**src/rtl/fir_ctrl_pkg.sv**
```systemverilog
// Shared definitions for the FIR coefficient loader: FSM encodings and default geometry.
package fir_ctrl_pkg;

  typedef enum logic [1:0] {
    ST_IDLE      = 2'd0,
    ST_LOAD      = 2'd1,
    ST_DRAIN     = 2'd2,
    ST_WAIT_SWAP = 2'd3
  } fir_ctrl_state_e;

  localparam int N_TAPS_DEFAULT       = 17;
  localparam int COEF_WIDTH_DEFAULT   = 16;
  localparam int COEF_DECIMAL_DEFAULT = 15;

  function automatic int tap_idx_width(input int n);
    return (n > 1) ? $clog2(n) : 1;
  endfunction

endpackage

```
**src/rtl/fir_coef_bank.sv**
```systemverilog
// Shadow/active coefficient register files: indexed writes into shadow, all-tap copy into active.
module fir_coef_bank
  import fir_ctrl_pkg::*;
#(
  parameter int n_taps                    = N_TAPS_DEFAULT,
  parameter int coefficient_width         = COEF_WIDTH_DEFAULT,
  parameter int coefficient_decimal_width = COEF_DECIMAL_DEFAULT,
  parameter int IDX_W                     = tap_idx_width(n_taps)
) (
  input  logic                                clk,
  input  logic                                rst_n,
  input  logic                                wr_en_i,
  input  logic [IDX_W-1:0]                    wr_idx_i,
  input  logic [coefficient_width-1:0]        wr_data_i,
  input  logic                                swap_i,
  output logic [n_taps*coefficient_width-1:0] coef_active_o
);

  // Unity gain in Q-format; saturate when 1.0 is not representable as a signed value.
  localparam logic [coefficient_width-1:0] IDENT_B0 =
    (coefficient_decimal_width >= coefficient_width - 1) ?
      {1'b0, {(coefficient_width-1){1'b1}}} :
      (coefficient_width'(1) << coefficient_decimal_width);

  logic [coefficient_width-1:0] shadow_q [n_taps];
  logic [coefficient_width-1:0] active_q [n_taps];

  generate
    for (genvar gi = 0; gi < n_taps; gi++) begin : g_tap
      always_ff @(posedge clk or negedge rst_n) begin
        if (!rst_n) begin
          shadow_q[gi] <= '0;
        end else if (wr_en_i && (wr_idx_i == IDX_W'(gi))) begin
          shadow_q[gi] <= wr_data_i;
        end
      end

      always_ff @(posedge clk or negedge rst_n) begin
        if (!rst_n) begin
          active_q[gi] <= (gi == 0) ? IDENT_B0 : '0;
        end else if (swap_i) begin
          active_q[gi] <= shadow_q[gi];
        end
      end

      assign coef_active_o[gi*coefficient_width +: coefficient_width] = active_q[gi];
    end
  endgenerate

endmodule

```
**src/rtl/axis_fir_coef_loader.sv**
```systemverilog
// AXI-Stream coefficient loader: collects a full tap set into a shadow bank and swaps it
// into the active bank only while the FIR is idle between samples.
module axis_fir_coef_loader
  import fir_ctrl_pkg::*;
#(
  parameter int coefficient_width         = COEF_WIDTH_DEFAULT,
  parameter int coefficient_decimal_width = COEF_DECIMAL_DEFAULT,
  parameter int n_taps                    = N_TAPS_DEFAULT
) (
  input  logic                                aclk,
  input  logic                                resetn,
  input  logic [coefficient_width-1:0]        s_axis_coef_tdata,
  input  logic                                s_axis_coef_tvalid,
  input  logic                                s_axis_coef_tlast,
  output logic                                s_axis_coef_tready,
  input  logic                                swap_enable,
  input  logic                                fir_sample_tvalid,
  input  logic                                fir_busy,
  output logic [n_taps*coefficient_width-1:0] coef_active,
  output logic                                coef_update,
  output logic                                load_error,
  output logic                                swap_pending,
  output logic [15:0]                         update_count
);

  localparam int IDX_W = tap_idx_width(n_taps);

  fir_ctrl_state_e  state_q;
  logic [IDX_W-1:0] cnt_q;
  logic             tready_q;
  logic             coef_update_q;
  logic             load_error_q;
  logic             swap_pending_q;
  logic [15:0]      update_count_q;

  logic             beat;
  logic             last_idx;
  logic             swap_fire;
  logic             wr_en;
  logic [IDX_W-1:0] wr_idx;

  assign beat      = s_axis_coef_tvalid && tready_q;
  assign last_idx  = (cnt_q == IDX_W'(n_taps - 1));
  // A sample entering this cycle still needs the old taps, so it blocks the swap too.
  assign swap_fire = (state_q == ST_WAIT_SWAP) && swap_enable && !fir_busy && !fir_sample_tvalid;
  assign wr_en     = beat && ((state_q == ST_IDLE) || (state_q == ST_LOAD));
  assign wr_idx    = (state_q == ST_IDLE) ? '0 : cnt_q;

  always_ff @(posedge aclk or negedge resetn) begin
    if (!resetn) begin
      state_q        <= ST_IDLE;
      cnt_q          <= '0;
      tready_q       <= 1'b0;
      coef_update_q  <= 1'b0;
      load_error_q   <= 1'b0;
      swap_pending_q <= 1'b0;
      update_count_q <= '0;
    end else begin
      coef_update_q <= 1'b0;
      load_error_q  <= 1'b0;
      tready_q      <= (state_q != ST_WAIT_SWAP);
      case (state_q)
        ST_IDLE: begin
          if (beat) begin
            cnt_q <= IDX_W'(1);
            if (n_taps == 1) begin
              if (s_axis_coef_tlast) begin
                state_q        <= ST_WAIT_SWAP;
                swap_pending_q <= 1'b1;
                tready_q       <= 1'b0;
              end else begin
                state_q <= ST_DRAIN;
              end
            end else if (s_axis_coef_tlast) begin
              load_error_q <= 1'b1;
            end else begin
              state_q <= ST_LOAD;
            end
          end
        end
        ST_LOAD: begin
          if (beat) begin
            if (last_idx) begin
              if (s_axis_coef_tlast) begin
                state_q        <= ST_WAIT_SWAP;
                swap_pending_q <= 1'b1;
                tready_q       <= 1'b0;
              end else begin
                state_q <= ST_DRAIN;
              end
            end else if (s_axis_coef_tlast) begin
              load_error_q <= 1'b1;
              state_q      <= ST_IDLE;
            end else begin
              cnt_q <= cnt_q + IDX_W'(1);
            end
          end
        end
        ST_DRAIN: begin
          if (beat && s_axis_coef_tlast) begin
            load_error_q <= 1'b1;
            state_q      <= ST_IDLE;
          end
        end
        ST_WAIT_SWAP: begin
          if (swap_fire) begin
            coef_update_q  <= 1'b1;
            update_count_q <= update_count_q + 16'd1;
            swap_pending_q <= 1'b0;
            tready_q       <= 1'b1;
            state_q        <= ST_IDLE;
          end
        end
        default: state_q <= ST_IDLE;
      endcase
    end
  end

  fir_coef_bank #(
    .n_taps                    (n_taps),
    .coefficient_width         (coefficient_width),
    .coefficient_decimal_width (coefficient_decimal_width),
    .IDX_W                     (IDX_W)
  ) u_bank (
    .clk           (aclk),
    .rst_n         (resetn),
    .wr_en_i       (wr_en),
    .wr_idx_i      (wr_idx),
    .wr_data_i     (s_axis_coef_tdata),
    .swap_i        (swap_fire),
    .coef_active_o (coef_active)
  );

  assign s_axis_coef_tready = tready_q;
  assign coef_update        = coef_update_q;
  assign load_error         = load_error_q;
  assign swap_pending       = swap_pending_q;
  assign update_count       = update_count_q;

endmodule

```
**config.mk**
```make
export PLATFORM = sky130hd
export DESIGN_NAME = axis_fir_coef_loader
export DESIGN_NICKNAME = d
export VERILOG_FILES = /design/src/rtl/fir_ctrl_pkg.sv /design/src/rtl/fir_coef_bank.sv /design/src/rtl/axis_fir_coef_loader.sv
export SDC_FILE = /design/constraint.sdc
export NUM_CORES = 1
export LEC_CHECK = 0
export BUFFER_PORTS_ARGS = -buffer_cell sky130_fd_sc_hd__buf_2
export CAP_MARGIN = 15
export CORE_ASPECT_RATIO = 0.8
export CORE_MARGIN = 2
export CORE_UTILIZATION = 60
export CTS_CLUSTER_DIAMETER = 40
export CTS_CLUSTER_SIZE = 40
export DETAILED_ROUTE_END_ITERATION = 6
export GPL_ROUTABILITY_DRIVEN = 0
export GPL_TIMING_DRIVEN = 0
export MAX_ROUTING_LAYER = met4
export PLACE_DENSITY = 0.8
export SYNTH_ARGS = -nofsm -noshare
export SYNTH_HDL_FRONTEND = slang
export SYNTH_HIERARCHICAL = 1
export SYNTH_SLANG_ARGS = --single-unit
export TNS_END_PERCENT = 20
```
**constraint.sdc**
```tcl
create_clock -name aclk -period 5.5 [get_ports aclk]
set_input_delay 1.1 -clock aclk [delete_from_list [all_inputs] [get_ports aclk]]
set_output_delay 1.1 -clock aclk [all_outputs]
set_load 0.02 [all_outputs]
```
==> flow_summary.yaml, run 1 <==
run_status:
  status: "finished, final reports clean"
global_routing:
  grt_use_total_pct: 29.0
  grt_max_degree: 121
  overflow: 0
  grt_pass1_wl_um: 79500
  grt_pass1_vias: 13100
  antenna_found_initial: 3
timing:
  timing.fmax_mhz: 267
  setup_viol_count_final: 0
  finalCriticalPeriod_ns: 3.75
  rsz0062_at_grt: "false"
  relSlewSlack_pct: 13.1
  drv_slew: 0
  worst_clock_skew_ns: 0.0326
  fin_crit_sh_pct: 68.1
  finalHoldViolations: 0
  tightestPinTransition_ns: 1.30
cts:
  cts_setup_buffers: 0
  cts.sinks: 571
  cts_buffers: 50
  path_clk_slew_ns: 0.07
  cts_tree: "built"
  cts_resized: 0
  htree_levels: 2
  clock_path_buffers: 3
  cts-root-buf: "clkbuf_16"
  clock_latency_ns: 0.60
  postCtsHoldBufs: 0
synth:
  synth.most_common_cell: "dfrtp_1"
  synth.distinct_cells: 49
  async_flop_share_pct: 100
  synth_area_leaders: "dfrtp_1 (64%), mux2_2 (28%), dfstp_2 (1.8%), mux2_4 (0.69%), clkbuf_1 (0.67%)"
  synth-main-ff-cell: "dfrtp_1"
  ys_seq_area_share_pct: 65.9
  synth_top_area_share_pct: 64.0
  synthCells: 1320
  ys_ff_latch: 571
  synth_edf_count: 0
  synth_common_cells: "dfrtp_1 (556), mux2_2 (534), clkbuf_1 (39), nand2_1 (25), buf_2 (22)"
  syn_nets: 1346
  synth-warning-count: 6
  netlist_area_mm2: 0.0217
  yosysTopAreaCell: "dfrtp_1"
  synth.avg_cell_area_um2: 16.5
die:
  coreArea_mm2: 0.0358
  rows: 62
  die_w_um: 217
  io_pins: 315
  initial_core_util_pct: 60.8
  dieArea_mm2: 0.0378
  die_y_um: 174
power:
  power_density_mw_per_mm2: 374
  combPwrFrac_pct: 10.0
  p_seq_share_pct: 51.3
  p_leak_nw: 13.9
  p_int_w: 0.00717
  clkPwrFrac_pct: 38.6
  p_sw_share_pct: 25.8
  fin_total_pwr_w: 0.00966
  switchingPower_w: 0.00250
  ir_worst_vdd_v: 0.000313
placed_design:
  portBuffers: 314
  dp.cells: 2120
  dpl_cell_area_mm2: 0.0241
  hpwl_um: 35300
critical_path:
  r2r_slack_ns: 2.14
  endpoint_kind: "flop"
  cp.arrival_ns: 4.21
  crit_required_ns: 5.97
  crit_type: "in -> reg"
  cp-start-kind: "input port"
  critPathMaxFanout: 10
route:
  num_vias: 12400
  ant_nets: 0
  drc: 0
  drt_first_pass_iters: 4
  wl_per_cell_um: 23.3
  drtIter0Drc: 913
  finalWirelength_um: 51700
  viasPerCell: 5.59
hold_path:
  holdCritPathClass: "in -> async"
cells_and_area:
  final_cell_area_mm2: 0.0259
  fin_cells: 2216
  fin_nets: 1718
  areaGrowthSynthToFinish_pct: 19.0
  drive_above_1_share_pct: 58.6
job:
  max-cap-violations: 0
registers in the layout, summed over array words and instances (netlist names):
| name | count |
|---|---|
| u_bank/shadow_q | 272 |
| state_q | 2 |
| s_axis_coef_tready | 1 |
| coef_update | 1 |
| swap_pending | 1 |
| cnt_q | 5 |
| u_bank/coef_active_o | 272 |
| update_count | 16 |
| load_error | 1 |
worst max-delay path: stages:
cell and delay, ns:
buf_2 0.11, nor3b_1 0.26, nand3_1 0.16, buf_2 0.23
inv_1 0.17, clkbuf_1 0.70, clkbuf_1 0.67, buf_2 0.41
mux2_2 0.38
path summary, 6_finish.rpt:
check	from	endpoint	cells past startpoint
max	fir_busy	u_bank/coef_active_o[248]$_DFFE_PN0P_	9
min	resetn	update_count[8]$_DFFE_PN0P_	1
max reg2reg	state_q[0]$_DFFE_PN0P_	u_bank/coef_active_o[248]$_DFFE_PN0P_	8
min reg2reg	update_count[15]$_DFFE_PN0P_	update_count[15]$_DFFE_PN0P_	1
max in group asynchronous	resetn	u_bank/coef_active_o[80]$_DFFE_PN0P_	4
min in group aclk	update_count[15]$_DFFE_PN0P_	update_count[15]$_DFFE_PN0P_	1
power by group through the flow:
stage | registers [W] | logic [W] | clock network, W
4_1_cts | 0.00496 | 0.000980 | 0.00380
3_5_place_dp | 0.00503 | 0.000969 | 0
2_1_floorplan | 0.00500 | 0.000600 | 0
5_1_grt | 0.00502 | 0.00105 | 0.00397
3_3_place_gp | 0.00499 | 0.000909 | 0
6_report | 0.00496 | 0.000970 | 0.00373
per-stage QoR:
stage               utilization [%]  hold WS (ns)  setup TNS (ns)  setup WS, ns
floorplan                         -         0.474               0          2.54
global placement               66.8         0.454        -4364.19         -7.80
detailed placement             67.3         0.457               0          1.17
CTS                            72.3         0.470               0          1.77
global route                   72.3         0.484               0          1.59
finish                         72.3         0.469               0          1.75
placed cells by master (no fill, tap or decap), drive strengths merged, types with 3 or more instances in the layout:
master / netlist / routed
o21ai: 4 / 4
clkinvlp: 0 / 5
nor3: 7 / 7
dfrtp: 556 / 556
xor2: 9 / 9
nor3b: 3 / 3
nor4: 6 / 6
clkbuf: 39 / 92
nor2: 13 / 13
ha: 3 / 3
buf: 31 / 351
nand2: 28 / 28
a22o: 3 / 3
dfstp: 15 / 15
xnor2: 6 / 6
nor2b: 6 / 6
mux2: 544 / 544
bufinv: 0 / 4
inv: 8 / 25
nand4: 7 / 7
nand3: 9 / 9
clkinv: 0 / 15
cell type report:
| class | count | area [um^2] |
|---|---|---|
| Clock inverter | 41 | 526 |
| Inverter | 8 | 30.0 |
| Antenna cell | 2 | 5.00 |
| Multi-Input combinational cell | 671 | 7040 |
| Timing Repair Buffer | 320 | 1730 |
| Sequential cell | 571 | 14300 |
| Buffer | 70 | 354 |
| Clock buffer | 53 | 1270 |
| Fill cell | 2395 | 9900 |
| Tap cell | 480 | 601 |
routing by layer:
layer / vias to the layer above / global-route usage, % / part of all wire [%] / routed length (um)
li1: 5448 / - / - / -
met1: 6543 / 39.6 / 43 / 22200
met2: 315 / 44.3 / 47 / 24500
met3: 84 / 6.91 / 7.2 / 3700
met4: 0 / 7.48 / 2.4 / 1270
met5: - / - / 0 / 0
cells by family (layout without fill, tap and decap cells):
family | Yosys count | in the layout | synth area share, %
AOI/OAI and AO/OA | 15 | 15 | 0.484
xor gates and xnor gates | 15 | 15 | 0.605
adders and majority gates | 3 | 3 | 0.173
buffers and inverters | 78 | 492 | 1.77
DFF | 571 | 571 | 65.9
muxes | 545 | 545 | 28.4
other | 0 | 2 | 0
and+or+nand+nor | 93 | 93 | 2.71
Power figures use the tool's default switching activity.
==> run 2, diff against run 1 <==
Settings changed: CORE_UTILIZATION 60 to 51, PLACE_DENSITY 0.8 to 0.72.
Clock period 5.5 ns to 3.27 ns, I/O delays scaled along.
==> flow_summary.yaml, run 2 (same netlist as run 1, synthesis figures left out) <==
die:
  io_pins: 315
  rows: 67
  die_w_um: 235
  dieArea_mm2: 0.0443
  initial_core_util_pct: 51.7
  coreArea_mm2: 0.0420
  die_y_um: 189
global_routing:
  grt_use_total_pct: 24.6
  grt_max_degree: 125
  grt_pass1_wl_um: 80100
  grt_pass1_vias: 13000
  antenna_found_initial: 2
  overflow: 0
timing:
  finalCriticalPeriod_ns: 3.02
  fin_crit_sh_pct: 92.4
  layout_setup_ws_ns: 0.248
  setup_viol_count_final: 0
  relSlewSlack_pct: 22.1
  tightestPinTransition_ns: 1.17
  timing.fmax_mhz: 331
  finalHoldViolations: 0
  worst_clock_skew_ns: 0.0198
  rsz0062_at_grt: "false"
  drv_slew: 0
  setup_tns_ns: 0
critical_path:
  crit_type: "in -> reg"
  cpLargestDelayFamily: "buffers and inverters"
  endpoint_kind: "flop"
  cp.arrival_ns: 3.51
  slowest_delay_ns: 0.67
  critPathMaxFanout: 10
  crit_required_ns: 3.76
  cp-start-kind: "input port"
  cp_slowest_cell: "clkbuf_1"
  cp_cell_sequence: "buf_2 -> nor3b_1 -> nand3_1 -> buf_2 -> inv_1 -> clkbuf_1 -> clkbuf_1 -> mux2_2"
  worst-path-buf-inv: 5
power:
  p_leak_nw: 14.1
  power_density_mw_per_mm2: 647
  fin_total_pwr_w: 0.0170
  ir_worst_vdd_v: 0.000410
cells_and_area:
  fin_cells: 2303
  areaGrowthSynthToFinish_pct: 20.6
  layout_commonest_cell: "dfrtp_1"
  final_cell_mix: "dfrtp_1 (556), mux2_2 (534), buf_2 (335)"
  fin_nets: 1725
  drive_above_1_share_pct: 59.0
cts:
  path_clk_slew_ns: 0.07
  cts_buffers: 59
  clock_latency_ns: 0.62
  cts.sinks: 571
  cts_tree: "built"
  cts-root-buf: "clkbuf_16"
  htree_levels: 2
  cts_setup_buffers: 0
  clock_path_buffers: 3
route:
  ant_nets: 0
  drc: 0
  viasPerCell: 5.39
  num_vias: 12400
  drt_first_pass_iters: 4
  wl_per_cell_um: 22.7
  drtIter0Drc: 721
  finalWirelength_um: 52400
placed_design:
  dpl_worst_slack_ns: -0.595
  hpwl_um: 35200
  dp.cells: 2190
  portBuffers: 314
job:
  max-cap-violations: 0
run_status:
  status: "finished, final reports clean"
hold_path:
  holdCritPathClass: "in -> async"
run 2: cell types whose count changed in the layout (fill, tap and decap cells not counted), moves of 2 or more:
cell	delta
inv_8	+2
clkinvlp_4	-2
clkbuf_16	+9
clkinv_8	-2
bufinv_16	-3
inv_12	+3
inv_16	+2
clkbuf_8	+3
inv_6	+5
run 2: timing repair:
action | in CTS | in global routing
hold buffers | 0 | 0
gates resized for setup | 0 | 2
setup endpoints to repair | 0 | 80
run 2: area by class of cell:
cell class | instances | area [um^2]
tap | 552 | 691
timing repair buffer | 318 | 1690
inverter | 8 | 30.0
fill | 3119 | 15800
antenna | 2 | 5.00
clock inverter | 46 | 543
multi-input combinational | 671 | 7040
buffer | 70 | 355
sequential | 571 | 14300
clock buffer | 65 | 1540
run 2: metrics by stage:
step           utilization [%]  instance area, um^2  hold slack [ns]
2_1_floorplan                -                21700            0.358
3_3_place_gp              57.1                24000            0.466
3_5_place_dp              57.4                24100            0.468
4_1_cts                   62.4                26200            0.121
5_1_grt                   62.4                26200            0.150
6_report                  62.4                26200           0.0985
run 2: power breakdown:
| group | internal [W] | leakage, nW | total [W] | switching [W] |
|---|---|---|---|---|
| Combinational | 0.000817 | 5.30 | 0.00161 | 0.000798 |
| Clock | 0.00373 | 1.01 | 0.00700 | 0.00327 |
| Sequential | 0.00790 | 7.75 | 0.00833 | 0.000431 |
| Total | 0.0124 | 14.1 | 0.0170 | 0.00450 |
run 2: path summary, 6_finish.rpt:
kind,from,end,slack (ns),depth (start not counted)
min in group aclk,s_axis_coef_tvalid,load_error$_DFF_PN0_,0.41,3
max reg2reg,state_q[1]$_DFFE_PN0P_,u_bank/shadow_q[42]$_DFFE_PN0P_,0.26,6
max in group asynchronous,resetn,u_bank/shadow_q[16]$_DFFE_PN0P_,1.58,3
min,resetn,update_count[10]$_DFFE_PN0P_,0.1,1
max,swap_enable,u_bank/coef_active_o[116]$_DFFE_PN0P_,0.25,8
min reg2reg,update_count[15]$_DFFE_PN0P_,update_count[15]$_DFFE_PN0P_,0.48,1
run 2: metal layers:
metal,part of all wire (%),global-route usage (%),vias up
met5,0,-,-
met4,2.5,7.79,0
met3,7.4,6.56,88
met2,46,36.7,308
met1,44,33.3,6532
li1,-,-,5482
==> run 3, diff against run 2 <==
--- a/config.mk
+++ b/config.mk
@@ -10,3 +10,3 @@
 export CORE_ASPECT_RATIO = 0.8
-export CORE_MARGIN = 2
+export CORE_MARGIN = 10
 export CORE_UTILIZATION = 51
--- a/constraint.sdc
+++ b/constraint.sdc
@@ -3,2 +3,2 @@
 set_output_delay 0.654 -clock aclk [all_outputs]
-set_load 0.02 [all_outputs]
+set_load 0.1 [all_outputs]
==> flow_summary.yaml, run 3 (same netlist as run 1, synthesis figures left out) <==
run_status:
  status: "finished, final reports clean"
die:
  io_pins: 315
  dieArea_mm2: 0.0513
  initial_core_util_pct: 51.7
  die_y_um: 205
  coreArea_mm2: 0.0420
  die_w_um: 251
  rows: 67
cells_and_area:
  layout_commonest_cell: "dfrtp_1"
  fillers: 3156
  areaGrowthSynthToFinish_pct: 21.1
  multi_input_area_mm2: 0.00704
  drive_above_1_share_pct: 58.8
  final_cell_mix: "dfrtp_1 (556), mux2_2 (534), buf_2 (335)"
  fin_nets: 1724
  regArea_mm2: 0.0143
power:
  fin_total_pwr_w: 0.0178
  ir_worst_vdd_v: 0.000450
  power_density_mw_per_mm2: 677
  p_leak_nw: 14.1
job:
  max-cap-violations: 0
timing:
  layout_setup_ws_ns: 0.217
  rsz0062_at_grt: "false"
  finalCriticalPeriod_ns: 3.05
  drv_slew: 0
  tightestPinTransition_ns: 1.22
  worst_clock_skew_ns: 0.0161
  fin_crit_sh_pct: 93.4
  relSlewSlack_pct: 18.6
  finalHoldViolations: 0
  timing.fmax_mhz: 328
  setup_viol_count_final: 0
cts:
  cts-root-buf: "clkbuf_16"
  path_clk_slew_ns: 0.06
  cts_tree: "built"
  clock_latency_ns: 0.60
  cts.sinks: 571
  cts_setup_buffers: 0
  postCtsHoldBufs: 0
  htree_levels: 2
  cts_buffers: 58
  clock_path_buffers: 3
global_routing:
  grt_use_total_pct: 22.0
  antenna_found_initial: 3
  grt_max_degree: 132
  grt_pass1_wl_um: 83700
  grt_pass1_vias: 13400
  overflow: 0
critical_path:
  cp_cell_sequence: "nand3b_1 -> inv_1 -> nand4b_4 -> nor3b_2 -> buf_6 -> mux2_2"
  cp.arrival_ns: 3.54
  cp-start-kind: "flop"
  endpoint_kind: "flop"
  cpLargestDelayFamily: "simple AND/OR/NAND/NOR gates"
  crit_type: "reg -> reg"
  crit_required_ns: 3.76
  worst-path-buf-inv: 2
  critPathMaxFanout: 10
  cp_slowest_cell: "nor3b_2"
  slowest_delay_ns: 0.86
route:
  finalWirelength_um: 55100
  ant_nets: 0
  drc: 0
  viasPerCell: 5.40
  drtIter0Drc: 579
  wl_per_cell_um: 23.9
  drt_first_pass_iters: 4
  num_vias: 12400
hold_path:
  holdCritPathClass: "in -> async"
placed_design:
  hpwl_um: 37900
  portBuffers: 314
  dpl_worst_slack_ns: -0.560
-- run 3: cell types whose count changed in the layout (fill, tap and decap cells not counted), moves of 2 or more --
cell	before	now
bufinv_16	1	10
clkbuf_1	40	42
clkinv_8	8	6
inv_12	4	1
inv_16	2	0
inv_6	16	11
inv_8	7	5
-- run 3: worst paths after layout --
path / start / end / slack, ns / depth (start not counted)
max in group asynchronous: resetn / u_bank/shadow_q[205]$_DFFE_PN0P_ / 2.00 / 2
min in group aclk: s_axis_coef_tlast / state_q[0]$_DFFE_PN0P_ / 0.41 / 3
worst max-delay path: state_q[1]$_DFFE_PN0P_ / u_bank/shadow_q[44]$_DFFE_PN0P_ / 0.22 / 6
worst max register to register: state_q[1]$_DFFE_PN0P_ / u_bank/shadow_q[44]$_DFFE_PN0P_ / 0.22 / 6
worst min-delay path: resetn / update_count[14]$_DFFE_PN0P_ / 0.08 / 1
worst min register to register: u_bank/shadow_q[51]$_DFFE_PN0P_ / u_bank/coef_active_o[211]$_DFFE_PN0P_ / 0.49 / 1
-- run 3: area by class of cell --
| class | instances | share of cell area (%) |
|---|---|---|
| plain buffers | 70 | 1.35 |
| multi-input cells | 671 | 26.7 |
| repair buffers | 318 | 6.43 |
| inverters | 8 | 0.114 |
| diodes | 3 | 0.0285 |
| clock buffers | 68 | 5.93 |
| flip-flops and latches | 571 | 54.4 |
| clock inverters | 41 | 2.38 |
| well taps | 552 | 2.63 |
-- run 3: worst register-to-register path, cell delays in order, from the launching register on --
cell	delay, ns
dfrtp_1	0.49
nand3b_1	0.41
inv_1	0.38
nand4b_4	0.19
nor3b_2	0.86
buf_6	0.26
mux2_2	0.35
-- run 3: power by group --
group / internal (W) / switching, W / leakage (nW) / total, W
logic: 0.000816 / 0.00130 / 5.30 / 0.00211
clock network: 0.00434 / 0.00302 / 1.06 / 0.00736
registers: 0.00791 / 0.000431 / 7.75 / 0.00834
total: 0.0131 / 0.00475 / 14.1 / 0.0178
-- run 3: what timing repair did --
action | CTS | global route
resized for setup | 0 | 2
setup endpoints to repair | 0 | 79
hold endpoints to repair | 0 | 0
-- run 3: layer usage --
layer	up-vias	part of all wire, %	GRT usage, %
li1	5484	-	-
met1	6571	44	28.3
met2	272	47	33.4
met3	96	6.5	6.06
met4	0	2.8	7.05
met5	-	0	-
-- run 3: through the flow --
step / hold slack [ns] / utilization (%) / TNS (ns) / std cells / cell area, um^2
final: 0.0844 / 62.6 / 0 / 2302 / 26300
after global routing: 0.147 / 62.6 / 0 / 2300 / 26300
after CTS: 0.0942 / 62.6 / 0 / 2299 / 26300
after detailed placement: 0.478 / 57.4 / -85.70 / 2190 / 24100
after global placement: 0.451 / 57.1 / -5546.59 / 2186 / 24000
after floorplan: 0.358 / - / 0 / 1320 / 21700
